## src/rtl/insert_sort_stream.sv

```systemverilog
// Streaming, stable insertion sorter: one value per accepted handshake is inserted
// into a register array that stays sorted; results are presented in parallel.
module insert_sort_stream #(
    parameter int unsigned INPUTVALS      = 64,
    parameter int unsigned INPUTBITWIDTHS = 16
) (
    input  logic                              clk,
    input  logic                              reset,
    input  logic                              sortstart,
    input  logic                              descending,
    input  logic                              in_valid,
    output logic                              in_ready,
    input  logic [INPUTBITWIDTHS-1:0]         in_data,
    input  logic                              in_last,
    output logic                              sortdone,
    output logic [INPUTBITWIDTHS-1:0]         sorted [INPUTVALS],
    output logic [$clog2(INPUTVALS):0]        sorted_positions [INPUTVALS],
    output logic [$clog2(INPUTVALS):0]        sorted_count,
    output logic                              error
);
    localparam int unsigned PW = $clog2(INPUTVALS) + 1;

    typedef enum logic [1:0] {IDLE, LOAD, DONE} state_t;

    state_t                    r_state;
    logic                      r_desc;
    logic                      r_ready;
    logic                      r_done;
    logic                      r_err;
    logic [PW-1:0]             r_count;
    logic [INPUTBITWIDTHS-1:0] r_val [INPUTVALS];
    logic [PW-1:0]             r_pos [INPUTVALS];

    logic [INPUTVALS-1:0]      w_ins;
    logic [INPUTVALS-1:0]      w_new;
    logic                      w_accept;
    logic                      w_final;

    // w_ins marks every slot at or after the insert point: an empty slot, or an
    // occupied one that strictly loses to in_data (ties keep arrival order).
    always_comb begin
        w_ins = '0;
        for (int unsigned k = 0; k < INPUTVALS; k++) begin
            if (PW'(k) >= r_count)
                w_ins[k] = 1'b1;
            else if (r_desc)
                w_ins[k] = (r_val[k] < in_data);
            else
                w_ins[k] = (r_val[k] > in_data);
        end
        w_new = w_ins & ~{w_ins[INPUTVALS-2:0], 1'b0};
    end

    assign w_accept = in_valid & r_ready;
    assign w_final  = in_last | (r_count == PW'(INPUTVALS - 1));

    always_ff @(posedge clk or negedge reset) begin
        if (!reset) begin
            r_state <= IDLE;
            r_desc  <= 1'b0;
            r_ready <= 1'b0;
            r_done  <= 1'b0;
            r_err   <= 1'b0;
            r_count <= '0;
            for (int unsigned k = 0; k < INPUTVALS; k++) begin
                r_val[k] <= '0;
                r_pos[k] <= PW'(INPUTVALS);
            end
        end else begin
            r_done <= 1'b0;
            r_err  <= 1'b0;
            case (r_state)
                IDLE, DONE: begin
                    if (in_valid)
                        r_err <= 1'b1;
                    if (sortstart) begin
                        r_state <= LOAD;
                        r_ready <= 1'b1;
                        r_desc  <= descending;
                        r_count <= '0;
                        for (int unsigned k = 0; k < INPUTVALS; k++) begin
                            r_val[k] <= '0;
                            r_pos[k] <= PW'(INPUTVALS);
                        end
                    end
                end
                LOAD: begin
                    if (sortstart)
                        r_err <= 1'b1;
                    if (w_accept) begin
                        if (w_new[0]) begin
                            r_val[0] <= in_data;
                            r_pos[0] <= r_count;
                        end
                        // Slots past the insert point shift up by one toward higher index.
                        for (int unsigned k = 1; k < INPUTVALS; k++) begin
                            if (w_new[k]) begin
                                r_val[k] <= in_data;
                                r_pos[k] <= r_count;
                            end else if (w_ins[k]) begin
                                r_val[k] <= r_val[k-1];
                                r_pos[k] <= r_pos[k-1];
                            end
                        end
                        r_count <= r_count + 1'b1;
                        if (w_final) begin
                            r_state <= DONE;
                            r_ready <= 1'b0;
                            r_done  <= 1'b1;
                        end
                    end
                end
                default: begin
                    r_state <= IDLE;
                    r_ready <= 1'b0;
                end
            endcase
        end
    end

    assign in_ready         = r_ready;
    assign sortdone         = r_done;
    assign error            = r_err;
    assign sorted_count     = r_count;
    assign sorted           = r_val;
    assign sorted_positions = r_pos;

endmodule

```

## config.mk

```make
export PLATFORM = sky130hd
export DESIGN_NAME = insert_sort_stream
export DESIGN_NICKNAME = d
export VERILOG_FILES = /design/src/rtl/insert_sort_stream.sv
export SDC_FILE = /design/constraint.sdc
export NUM_CORES = 2
export LEC_CHECK = 0
export BUFFER_PORTS_ARGS = -buffer_cell sky130_fd_sc_hd__buf_2
export CAP_MARGIN = 5
export CORE_AREA = 3 3 579 581
export CTS_CLUSTER_DIAMETER = 200
export DETAILED_ROUTE_END_ITERATION = 12
export DIE_AREA = 0 0 582 584
export GPL_ROUTABILITY_DRIVEN = 0
export PLACE_DENSITY = 0.56
export SKIP_LAST_GASP = 1
export SYNTH_ARGS = -nofsm -noshare
export SYNTH_HDL_FRONTEND = slang
export SYNTH_SLANG_ARGS = --single-unit
```

## constraint.sdc

```tcl
create_clock -name clk -period 5.7 [get_ports clk]
set_input_delay 0.285 -clock clk [delete_from_list [all_inputs] [get_ports clk]]
set_output_delay 0.285 -clock clk [all_outputs]
set_load 0.01 [all_outputs]
```

## Word level (Yosys, flattened, before mapping)

Index checks and enable logic that the tools add are counted.

- $add $sub $neg: 1
- Magnitude comparators: 192
- Equal/unequal tests: 70
- Mux-type cells: 405
- Bitwise logic cells: 4
- Reduce and logical (&&, ||, !) cells: 70

Operator list:

| cell | number |
|---|---|
| two-way mux 1024 bit | 2 |
| one-hot mux 1024 bit (2 select lines) | 1 |
| two-way mux 16 bit | 127 |
| > comparator 16 bit | 64 |
| less-than comparator 16 bit | 64 |
| two-way mux 7 bit | 129 |
| two-way mux 448 bit | 2 |
| one-hot mux 448 bit (2 select lines) | 1 |
| AND reduction 4 bit | 64 |
| greater-or-equal comparator 6 x 7 -> 1 bit, first input constant | 32 |
| != test 3 bit, second input constant | 63 |
| two-way mux 1 bit | 136 |
| greater-or-equal comparator 5 x 7 -> 1 bit, first input constant | 16 |
| AND 64 bit | 1 |
| NOT 64 bit | 1 |
| greater-or-equal comparator 4 x 7 -> 1 bit, first input constant | 8 |
| greater-or-equal comparator 3 x 7 -> 1 bit, first input constant | 4 |
| greater-or-equal comparator 1 x 7 -> 1 bit, first input constant | 2 |
| greater-or-equal comparator 2 x 7 -> 1 bit, first input constant | 2 |
| one-hot mux 7 bit (2 select lines) | 1 |
| != test 2 bit, second input constant | 4 |
| adder 7 x 1 -> 7 bit, second input constant | 1 |
| equality test 7 x 6 -> 1 bit, second input constant | 1 |
| two-way mux 2 bit | 3 |
| 11 further kinds | 13 |

- Flip-flop bits (word level): 1,485
- Bits of input ports: 22
- Output and inout port bits: 1,482
- Logic and storage cells: 876

## Logic depth before layout (Yosys ltp)

- Depth after elaboration: 8
- Mapped depth: 14
- Gate-level depth less buffers: 9

## Worst setup path before layout

OpenSTA, ideal clock, no wires.

- Path type: input to register
- Start point: input port in_data[15]
- End point: register r_pos (netlist bit sorted_positions[44])
- Setup time: 0.126 ns
- Arrival time: 4.099 ns
- Data required time: 5.574 ns
- Setup slack: 1.475 ns
- Cell stages on the path: 12
- Buffers on the path: 4
- Cells stage by stage: clkbuf_1 -> clkbuf_1 -> inv_1 -> ha_1 -> nand4_1 -> a2111o_1 -> a311o_1 -> and3_1 -> clkbuf_1 -> a21o_1 -> clkbuf_1 -> a221o_1

- Word-level cells in the longest chain between the ends: 8
- Elaborated cells between the ends (all ways): 15
- Classes of those cells: 4 x order compare; 1 x eq/ne; 7 x mux; 2 x bitwise; 1 x reduce/logical

RTL lines:

| item | line | text |
|---|---|---|
| from (decl) | 13 | `input logic [INPUTBITWIDTHS-1:0] in_data,` |
| > comparator 16 bit or less-than comparator 16 bit (tied branches) | 49, 47 |  |
| two-way mux 1 bit | 46 | `else if (r_desc)` |
| two-way mux 1 bit | 44 | `if (PW'(k) >= r_count)` |
| NOT 64 bit | 51 | `w_new = w_ins & ~{w_ins[INPUTVALS-2:0], 1'b0};` |
| AND 64 bit | 51 |  |
| two-way mux 7 bit | 97 | `if (w_new[k]) begin` |
| two-way mux 448 bit | 90 | `if (w_accept) begin` |
| one-hot mux 448 bit (2 select lines) | 72 | `case (r_state)` |
| to (signal, indexed assignment) | 83 | `r_pos[k] <= PW'(INPUTVALS);` |
| to (signal, indexed assignment) | 99 | `r_pos[k] <= r_count;` |
| to (signal, indexed assignment) | 102 | `r_pos[k] <= r_pos[k-1];` |
| to (decl) | 32 | `logic [PW-1:0] r_pos [INPUTVALS];` |

Parallel ways exist; a longest one is shown, timed or not. The select of a mux whose other input is x is not followed.
A chain may end at the register's enable or synchronous reset.

## Final worst setup path

- Start point: register r_count[4] (netlist: sorted_count[4])
- End point: register r_val (netlist bit sorted[1004])

- Word-level cells in the longest chain between the ends: 7
- Elaborated cells between the ends (all ways): 11
- Classes of those cells: 2 x order compare; 1 x eq/ne; 5 x mux; 2 x bitwise; 1 x reduce/logical

RTL lines:

| item | line | text |
|---|---|---|
| from (decl) | 30 | `logic [PW-1:0] r_count;` |
| from (signal assigned) | 105 | `r_count <= r_count + 1'b1;` |
| greater-or-equal comparator 1 x 7 -> 1 bit | 44 |  |
| two-way mux 1 bit | 44 |  |
| NOT 64 bit | 51 |  |
| AND 64 bit | 51 |  |
| two-way mux 16 bit | 97 |  |
| two-way mux 1024 bit | 90 |  |
| one-hot mux 1024 bit (2 select lines) | 72 |  |
| to (signal, indexed assignment) | 98 | `r_val[k] <= in_data;` |
| to (signal, indexed assignment) | 101 | `r_val[k] <= r_val[k-1];` |
| to (decl) | 31 | `logic [INPUTBITWIDTHS-1:0] r_val [INPUTVALS];` |

Parallel ways exist; a longest one is shown, timed or not. The select of a mux whose other input is x is not followed.

==> run summary <==
DR WL/cell: 37.50 um
vias per cell: 5.945
root buf cell: clkbuf_16
clock-pin slew on the worst setup and hold paths: 0.06 ns
register area share after synthesis: 0.3971
Buf/Inv on CP: 1
internal power: 20.74 mW
Comb power frac: 0.268
Net Switching: 13.26 mW
DR vias: 90210
fraction of layout instances using a drive strength above 1: 0.2160
max_slew headroom: 0.1458
cells after synthesis: 9253
Multi-input gate area: 53120 um^2
die area: 339900 um^2
WL final: 569.1 mm
core area: 330300 um^2
global-route wire length before repair: 761.6 mm
commonest non-fill, non-tap cell in the layout: buf_2
vias in the first global route: 85380
DRT iter0 DRCs: 10510
DIE WIDTH: 582 um
CP Cell Sequence: or4_1 > nor3_1 > a311o_1 > nand2_4 > nor2_2 > buf_4 > mux2i_1
power share of the clock group: 0.390
CTS tree: yes
port bufs: 1503
number of synthesized flops with an enable pin: 0
DP HPWL: 416.8 mm
post-CTS resize count: 0
Clock Tree Buf Depth: 4
ANT nets after route: 0
post-CTS setup buffer count: 0
site row count: 211
number of hold buffers added after CTS: 22
syn avg cell area: 10.14 um^2
CP peak stage delay: 0.93 ns
CP Class: flop to flop
Pwr Total: 34.00 mW
Distinct cells, synth: 100
Inserted Clock Buffers: 189
num ports: 1504
Seq. cell area: 37270 um^2
Static Leak: 55.62 nW
Layout Nets: 11680
type of the worst min-delay path: primary input to flop
residual DRC count: 0
gr ovfl total: 0
Max Slew Vio Count: 0
slowest cell on the critical path: nor3_1
Crit Path Max Fanout: 30
synthesized cell area: 93790 um^2
critical path startpoint category: flop
Worst-Margin Slew: 1.281 ns
RSZ-0062 raised after global routing: false
met3 WL post-DR: 62.41 mm
ys async rst share: 1.000
antenna violations before repair: 48
drt first pass iters: 6
crit path DAT: 5.36 ns
Setup Skew: 0.04927 ns
commonest non-fill, non-tap cells in the layout: 1486 x buf_2, 1430 x mux2i_1, 1413 x dfrtp_1
effective utilization at floorplan: 0.2840
synth warn: 0
post-route minimum period: 4.592 ns
Die Y: 584 um
CTS HTree Levels: 4
Power Density: 297.0 nW/um^2
Flop pwr share: 0.342
largest net degree at the start of global routing: 169
setup ws final: 1.109 ns
Place WS: 0.8053 ns
metal2 WL: 241.5 mm
Top FF cell, synth: dfrtp_1
crit share post-route: 0.8055
Critical Path End Type: flop
Total Routing Usage GR: 0.3210
Seq cells post-synth: 1485
TNS Setup: 0 ns
worst skew pair latency: 0.87 ns
Sw Ratio: 0.3899
DR top layer: met5
# fillers: 33740
Setup Viol. Count Final: 0
WL met1: 222.2 mm
post-synthesis net count: 10300
Fin. Hold Viols: 0
status: complete, no violations
Max-cap violations: 0
CP delay by family, top: simple AND/OR/NAND/NOR gates
required time worst endpoint: 6.47 ns
f_max: 217.8 MHz
synth-to-layout area growth: 22.06%
CTS sink cnt: 1485
Peak VDD IR: 0.0003272 V
logic make-up (layout without fill, tap and decap cells):
family	count (synthesis)	in the layout	share of synthesized area
multiplexers	1448	1448	0.1549
other	0	23	0
AO/OA/AOI/OAI	2510	2510	0.1756
flip-flops	1485	1485	0.3971
XOR/XNOR	2	2	0.0001868
AND/OR/NAND/NOR	1815	1815	0.09365
adder cells (fa/ha/maj)	1028	1028	0.1371
buffers and inverters	965	2497	0.04142
path summary, 6_finish.rpt:
| check | from | endpoint | slack [ns] | cells past startpoint |
|---|---|---|---|---|
| worst max-delay path | sorted_count[4]$_DFFE_PN0P_ | sorted[1004]$_DFFE_PN0P_ | 1.11 | 7 |
| min in group asynchronous | reset | sorted_positions[176]$_DFFE_PN0P_ | 0.60 | 3 |
| worst max register to register | sorted_count[4]$_DFFE_PN0P_ | sorted[1004]$_DFFE_PN0P_ | 1.11 | 7 |
| worst min-delay path | in_data[14] | sorted[910]$_DFFE_PN0P_ | 0.19 | 4 |
| worst min register to register | sorted_positions[230]$_DFFE_PN1P_ | sorted_positions[230]$_DFFE_PN1P_ | 0.47 | 2 |
| max in group asynchronous | reset | sorted[244]$_DFFE_PN0P_ | 3.38 | 5 |
per-stage QoR:
stage	util	hold slack [ns]	area [um^2]	instances
final	0.3466	0.1915	114500	15170
after global routing	0.3465	0.1775	114400	15150
after CTS	0.3464	0.1290	114400	15150
after detailed placement	0.3256	0.3521	107500	14780
after global placement	0.3255	0.3559	107500	14780
after floorplan	-	-0.01059	93790	9253
state kept, by name (all words and copies together), names as in the netlist:
| name | flops |
|---|---|
| r_state | 2 |
| sortdone | 1 |
| sorted_count | 7 |
| r_desc | 1 |
| in_ready | 1 |
| sorted_positions | 448 |
| sorted | 1024 |
| error | 1 |
power groups by stage:
stage          registers (mW)  clock network (mW)  logic (mW)
6_report                 11.6                13.3        9.13
5_1_grt                  11.6                13.8        9.49
4_1_cts                  11.6                13.4        8.92
3_5_place_dp             11.7                   0        8.88
3_3_place_gp             11.8                   0        8.83
2_1_floorplan            11.5                   0        4.39
layer usage:
| layer | vias up | GRT usage |
|---|---|---|
| met5 | - | 0 |
| met4 | 28 | 0.1970 |
| met3 | 1328 | 0.09685 |
| met2 | 5770 | 0.4781 |
| met1 | 45540 | 0.4065 |
| li1 | 37550 | - |
tightest hold or removal path, stage by stage:
cell	delay, ns
buf_6	0.11
buf_4	0.27
mux2i_1	0.24
o2bb2ai_1	0.09
synthesized netlist by cell type (all sizes together), types with 44 or more instances:
cell / count / share of area
mux2i: 1434 / 0.15
dfrtp: 1421 / 0.38
ha: 1028 / 0.14
nand2: 865 / 0.035
o21ai: 863 / 0.046
clkbuf: 437 / 0.017
a21oi: 434 / 0.023
o2bb2ai: 401 / 0.037
inv: 310 / 0.012
nand3: 220 / 0.012
buf: 217 / 0.011
nand4: 198 / 0.013
o22ai: 169 / 0.011
nor2: 135 / 0.0055
o211ai: 124 / 0.010
a21o: 80 / 0.0064
dfstp: 64 / 0.018
nor2b: 63 / 0.0042
nor4: 63 / 0.0042
a221o: 62 / 0.0066
nor3: 55 / 0.0034
and4: 53 / 0.0049
nand2b: 44 / 0.0029
cell type report:
type,instances,area share
diodes,23,0.0005028
inverters,311,0.01091
flip-flops and latches,1485,0.3256
well taps,4366,0.04772
repair buffers,1841,0.09300
clock inverters,73,0.009706
multi-input cells,6803,0.4641
clock buffers,272,0.04853
(Power assumes the default switching activity.)
